File: src/rtl/inst_fetch.sv
// -----------------------------------------------------------------------------
// inst_fetch
//   Fetch stage sitting directly in front of the instruction ROM. Owns the PC,
//   drives the ROM enable/address, captures the combinational ROM word into a
//   small in-order FIFO and presents {pc, inst} to decode over valid/ready.
//   Handles decode backpressure, branch redirects and exception flushes
//   (priority: flush > branch_flag > sequential).
//
// Optional build macro:
//   FETCH_ADEL_EN  - keep redirect target low bits, flag misaligned fetches
//                    through out_adel and stop fetching until the next flush.
//
// Ports:
//   clk            clock
//   rst            asynchronous reset, active low
//   rom_ce         ROM enable
//   rom_addr       word-aligned ROM byte address
//   rom_inst       ROM data, valid in the same cycle
//   branch_flag    redirect request from decode
//   branch_target  redirect target
//   flush          exception/control flush
//   new_pc         flush target
//   out_valid      head entry valid
//   out_pc         PC of head entry (0 when empty)
//   out_inst       instruction of head entry (0 when empty)
//   out_ready      decode accepts head entry
//   out_adel       (FETCH_ADEL_EN only) head entry fetched from misaligned PC
// -----------------------------------------------------------------------------
module inst_fetch #(
    parameter int          FIFO_DEPTH = 2,
    parameter logic [31:0] RESET_PC   = 32'h0000_0000
) (
    input  logic        clk,
    input  logic        rst,
    output logic        rom_ce,
    output logic [31:0] rom_addr,
    input  logic [31:0] rom_inst,
    input  logic        branch_flag,
    input  logic [31:0] branch_target,
    input  logic        flush,
    input  logic [31:0] new_pc,
    output logic        out_valid,
    output logic [31:0] out_pc,
    output logic [31:0] out_inst,
`ifdef FETCH_ADEL_EN
    output logic        out_adel,
`endif
    input  logic        out_ready
);

    localparam int PTR_W = $clog2(FIFO_DEPTH);
    localparam int CNT_W = PTR_W + 1;

    logic             r_ce;
    logic [31:0]      r_pc;
    logic [PTR_W-1:0] r_wptr;
    logic [PTR_W-1:0] r_rptr;
    logic [CNT_W-1:0] r_count;
    logic [31:0]      r_pc_mem   [FIFO_DEPTH];
    logic [31:0]      r_inst_mem [FIFO_DEPTH];

    logic             w_redirect;
    logic [31:0]      w_target_raw;
    logic [31:0]      w_target;
    logic             w_pop;
    logic             w_room;
    logic             w_push;

    assign w_redirect   = flush | branch_flag;
    assign w_target_raw = flush ? new_pc : branch_target;

`ifdef FETCH_ADEL_EN
    logic r_adel_hold;
    logic r_adel_mem [FIFO_DEPTH];

    // Misaligned target is kept so it can be reported with the entry.
    assign w_target = w_target_raw;
    assign w_push   = r_ce & ~w_redirect & w_room & ~r_adel_hold;
`else
    assign w_target = {w_target_raw[31:2], 2'b00};
    assign w_push   = r_ce & ~w_redirect & w_room;
`endif

    assign w_pop  = out_valid & out_ready;
    // A pop in the same cycle frees the slot, so a full FIFO keeps streaming.
    assign w_room = (r_count < CNT_W'(FIFO_DEPTH)) | w_pop;

    assign rom_ce   = r_ce;
    assign rom_addr = {r_pc[31:2], 2'b00};

    assign out_valid = (r_count != '0);
    assign out_pc    = out_valid ? r_pc_mem[r_rptr]   : 32'h0;
    assign out_inst  = out_valid ? r_inst_mem[r_rptr] : 32'h0;

    // r_ce comes up one edge after reset release so the ROM sees a clean
    // enable before the first address is consumed.
    always_ff @(posedge clk or negedge rst) begin
        if (!rst) begin
            r_ce    <= 1'b0;
            r_pc    <= RESET_PC;
            r_wptr  <= '0;
            r_rptr  <= '0;
            r_count <= '0;
        end else begin
            r_ce <= 1'b1;
            if (w_redirect) begin
                // Pending entries are stale; any pop this cycle is dropped too.
                r_pc    <= w_target;
                r_wptr  <= '0;
                r_rptr  <= '0;
                r_count <= '0;
            end else begin
                if (w_push) begin
                    r_wptr <= r_wptr + 1'b1;
                    r_pc   <= r_pc + 32'd4;
                end
                if (w_pop) begin
                    r_rptr <= r_rptr + 1'b1;
                end
                r_count <= r_count + CNT_W'(w_push) - CNT_W'(w_pop);
            end
        end
    end

    // Storage needs no reset: out_* are masked while the FIFO is empty.
    always_ff @(posedge clk) begin
        if (w_push) begin
            r_pc_mem[r_wptr]   <= r_pc;
            r_inst_mem[r_wptr] <= rom_inst;
        end
    end

`ifdef FETCH_ADEL_EN
    always_ff @(posedge clk or negedge rst) begin
        if (!rst) begin
            r_adel_hold <= 1'b0;
        end else if (flush) begin
            r_adel_hold <= 1'b0;
        end else if (w_push && (r_pc[1:0] != 2'b00)) begin
            r_adel_hold <= 1'b1;
        end
    end

    always_ff @(posedge clk) begin
        if (w_push) begin
            r_adel_mem[r_wptr] <= (r_pc[1:0] != 2'b00);
        end
    end

    assign out_adel = out_valid ? r_adel_mem[r_rptr] : 1'b0;
`endif

endmodule

File: config.mk
export PLATFORM = sky130hd
export DESIGN_NAME = inst_fetch
export DESIGN_NICKNAME = d
export VERILOG_FILES = /design/src/rtl/inst_fetch.sv
export SDC_FILE = /design/constraint.sdc
export NUM_CORES = 1
export LEC_CHECK = 0
export BUFFER_PORTS_ARGS = -buffer_cell sky130_fd_sc_hd__clkbuf_2
export CAP_MARGIN = 20
export CORE_MARGIN = 2
export CORE_UTILIZATION = 53
export DETAILED_ROUTE_END_ITERATION = 7
export PLACE_DENSITY = 0.81
export SLEW_MARGIN = 30
export SYNTH_ARGS = -nofsm -noshare
export SYNTH_HDL_FRONTEND = slang
export SYNTH_SLANG_ARGS = --single-unit
File: constraint.sdc
create_clock -name clk -period 8.4 [get_ports clk]
set_clock_uncertainty 0.05 [all_clocks]
set_input_delay 0.84 -clock clk [delete_from_list [all_inputs] [get_ports clk]]
set_output_delay 0.84 -clock clk [all_outputs]
set_load 0.1 [all_outputs]
Word level (Yosys, flattened, before mapping):

Memories as Yosys holds them, arrays and structs flattened.
Cells that the tools add are included.

* multipliers: 0
* mux-type cells: 12
* order comparisons: 1
* bitwise logic cells: 6
* reductions and logical operators: 3
* add/sub/neg operators: 5
* equality and inequality tests: 0
* shifts and indexed selects: 0
* div/mod/pow operators: 0

Operators with widths (number)
* 32-bit 2-to-1 mux: 5
* 32-bit by 3-bit adder with 32-bit output, second input constant: 1
* 1-bit 2-to-1 mux: 6
* 2-bit nonzero test: 3
* 1-bit bitwise AND: 3
* 1-bit adder, second input constant: 2
* 2-bit by 1-bit adder with 2-bit output: 1
* 2-bit less-than comparator, second input constant: 1
* 2-bit 2-to-1 mux: 1
* 1-bit OR: 2
* 2-bit by 1-bit subtractor with 2-bit output: 1
* 1-bit inverter: 1

* output and inout bits: 98
* bits in writable memories: 128
* bits of input ports: 101
* memories kept: 2
* ROM bits: 0
* bits in latches: 0
* logic and storage cells: 34
* register bits: 37

Memories
* r_inst_mem: words 2, bits a word 32, read ports 1, clocked after Yosys merged registers in 0, write ports 1, RTL line 60 `logic [31:0] r_inst_mem [FIFO_DEPTH];`
* r_pc_mem: words 2, bits a word 32, read ports 1, clocked after Yosys merged registers in 0, write ports 1, RTL line 59 `logic [31:0] r_pc_mem [FIFO_DEPTH];`

Depth between registers and ports, before layout:

* depth after elaboration: 7
* mapped depth: 10
* gate-level depth less buffers: 9

Worst setup path before layout:

OpenSTA, ideal clock, no wires.

* path kind: reg2reg
* start: reg r_ce (netlist: rom_ce)
* end: mem r_inst_mem[0][0], enable pin
* arrival: 4279 ps
* library setup time: 482 ps
* slack: 3588 ps
* required time: 7868 ps
* cell stages (with the launch flop): 5
* buffers on the path: 1
* period minus slack after synthesis: 4812 ps
* cell sequence: dfrtp_1 -> and2_1 -> clkbuf_1 -> nand2_1 -> nor2_1

* word-level cells in the longest chain between the ends: 4

Ends and longest elaborated chain
* start: declaration: RTL line 54 `logic r_ce;`
* start signal: assignment: RTL line 99 `r_ce <= 1'b0;`
* start signal: assignment: RTL line 105 `r_ce <= 1'b1;`
* 1-bit bitwise AND (2 in a row): RTL line 81 `assign w_push = r_ce & ~w_redirect & w_room;`
* 1-bit 2-to-1 mux: RTL line 127 `if (w_push) begin`
* 1-bit 2-to-1 mux (implied by the code): RTL line 129 `r_inst_mem[r_wptr] <= rom_inst;`
* end: declaration: RTL line 60

No other way between the ends.

Worst setup path after layout:

* start: reg r_rptr
* end: out out_inst[20]

* word-level cells in the longest chain between the ends: 2

Ends and longest elaborated chain
* start: declaration: RTL line 57 `logic [PTR_W-1:0] r_rptr;`
* start signal: assignment: RTL line 118 `r_rptr <= r_rptr + 1'b1;`
* memory read 2 x 32 bit
* 32-bit 2-to-1 mux: RTL line 93 `assign out_inst = out_valid ? r_inst_mem[r_rptr] : 32'h0;`
* end: declaration: RTL line 44 `output logic [31:0] out_inst,`

No other way between the ends.

==> flow_summary.toml <==
[status]
status = "finished, final reports clean"

[setup_path]
crit_fanout = 33
cp.arrival_ps = 2310
worst-endpoint-required_ps = 7510
critPathKind = "reg2out"
timing.reg2reg.setup_slack_ps = 5750
worstSetupEndpointType = "primary output"
worstRegToRegCells = 5
startpoint = "r_rptr"
r2r_end = "r_pc_mem[0][17]"
crit-reg2reg-launch = "r_count[1]"
start_kind = "flop"

[sta]
maxSlewViolCount = 0
fmax_mhz = 313
rsz0062_at_grt = "no"
hold_viol = 0
worstMarginPinSlew_ps = 871
setup_viol = 0
slew_headroom_pct = 41.9
post-route-period-util_pct = 38.0
period_needed_ps = 3200
fin_tns_setup_ps = 0

[placement]
portBuffers = 190
place.gp.congestion = 0.832
dp.cells = 880
dpl.hpwl_um = 10200

[power]
powerDensity_mw_per_mm2 = 228
p_total_w = 0.00198
ir_worst_vdd_mv = 0.140
leakage_nw = 3.36

[finish]
nets = 831
mostFrequentLayoutCell = "clkbuf_2"
layout_common_cells = "189 x clkbuf_2, 124 x edfxtp_1, 86 x nor2_1"
fin_cells = 912
final_layout_size_suffix_gt1_share_pct = 33.0
area_growth_pct = 24.1
diodes = 0

[global_routing]
grt.total_usage_pct = 22.4
grt_pass1_wl_um = 24700
grt_pass1_vias = 4826
grt_max_degree = 64
grt-ovfl-total = 0
antenna_found_initial = 0

[clocking]
worstSkewPairLatency_ps = 410
cts_sinks = 159
cts_buffer_depth = 2
cts.htree.levels = 4
root_buffer = "clkbuf_16"
clk_pin_slew_ps = 70
ctsResizeCount = 0
post-cts-setup-buffer-count = 0
cts_tree = "done"
cts_made_buffers = 17
cts_hold_buffers = 0

[synthesis]
async_reset_ff_share_pct = 22.0
yosysTopAreaCellShare_pct = 53.2
ys_warn_count = 0
yosysSeqAreaShare_pct = 65.7
syn_area_sq_mm = 0.00700
synth_cell_types = 46
yosys.area.top_type = "edfxtp_1"
synth_edf_count = 124
synth_area_leaders = "edfxtp_1 53%, dfrtp_1 13%, mux2i_1 9.7%, nor2_1 4.8%, xnor2_1 3.0%"
avgSynthCellArea_sq_um = 12.9
ys_ff_latch = 159
post_synth_inst_count = 542
ys.flop_type = "edfxtp_1"

[min_path]
worstHoldPathType = "in2async"

[die]
start_util_pct = 54.8
ios = 199
core_sq_mm = 0.0128
chipHeight_um = 119
placementRows = 41
dieArea_sq_mm = 0.0141
die_w_um = 119

[route]
ant_nets = 0
drt-pass1-iter-count = 5
vias = 4937
drt_iter0_markers = 344
wl_per_cell_um = 16.7
routed_wl_um = 15200
drc = 0
vias_per_cell = 5.41

[run]
cap_violations = 0
## critical path: stages, from the launching register on
cell and delay, ps:
dfrtp_4 820, buf_12 310, mux2i_1 280, nor2_1 70, clkbuf_2 400
## cell type report
cell class / instances / area (sq um)
sequential: 159 / 4600
fill: 917 / 4090
multi-input combinational: 344 / 2260
timing repair buffer: 195 / 1000
clock buffer: 17 / 425
tap: 172 / 215
clock inverter: 15 / 146
inverter: 10 / 37.5
## flip-flops by register name (all words and copies together), names as in the netlist
register / cells
r_pc: 30
r_inst_mem: 64
r_rptr: 1
r_wptr: 1
r_count: 2
rom_ce: 1
r_pc_mem: 60
## metrics by stage
step / worst slack (ps) / hold slack (ps) / utilization (%) / cell area [sq um]
after floorplan: 3590 / 474 / - / 7010
after global placement: 5180 / 514 / 63.4 / 8090
after detailed placement: 5090 / 520 / 63.5 / 8110
after CTS: 5160 / 519 / 68.0 / 8680
after global routing: 5080 / 512 / 68.0 / 8680
final: 5200 / 465 / 68.0 / 8680
## synthesized netlist by cell type (3+ instances only)
cell	n
nor2b_1	12
buf_4	4
edfxtp_1	124
and3_1	5
and4_1	4
inv_1	10
o21ai_0	15
nor3_1	8
ha_1	3
nor4_2	3
a221oi_1	3
clkbuf_1	20
a21oi_1	18
mux2i_1	68
xnor2_1	24
nand3_1	9
nor2_1	89
nand4_1	6
dfrtp_1	35
nand2_1	25
a211oi_1	12
nor4_1	6
and2_1	4
buf_1	7
## cell families after synthesis
kind of cell / after synthesis / synth area share [%]
AOI/OAI and AO/OA: 58 / 5.17
xor gates and xnor gates: 26 / 3.26
adders and majority gates: 3 / 0.537
buffers and inverters: 42 / 2.49
DFF: 159 / 65.7
muxes: 69 / 9.89
other: 2 / 0.107
and+or+nand+nor: 183 / 12.8
## metal layers
| metal | routed length (um) | up-vias | part of all wire [%] | global-route usage (%) |
|---|---|---|---|---|
| met5 | 0 | - | 0 | 0 |
| met4 | 261 | 0 | 1.7 | 7.51 |
| met3 | 998 | 22 | 6.5 | 4.93 |
| met2 | 7390 | 212 | 48 | 36.6 |
| met1 | 6600 | 2366 | 43 | 30.0 |
| li1 | - | 2337 | - | - |
## where the power goes
| part | internal (W) | switching (W) | total (W) |
|---|---|---|---|
| Clock | 0.000417 | 0.000319 | 0.000736 |
| Combinational | 0.0000659 | 0.000253 | 0.000319 |
| Sequential | 0.000884 | 0.0000389 | 0.000923 |
## worst max path at each step
stage                                    to  slack (ps)  depth (start not counted)
after global placement    r_inst_mem[0][18]        5180                          7
after detailed placement    r_pc_mem[0][24]        5090                          6
after CTS                      out_inst[20]        5160                          4
after floorplan            r_inst_mem[0][0]        3590                          4
after global routing           out_inst[13]        5080                          4
final                          out_inst[20]        5200                          4
Power figures use the tool's default switching activity.
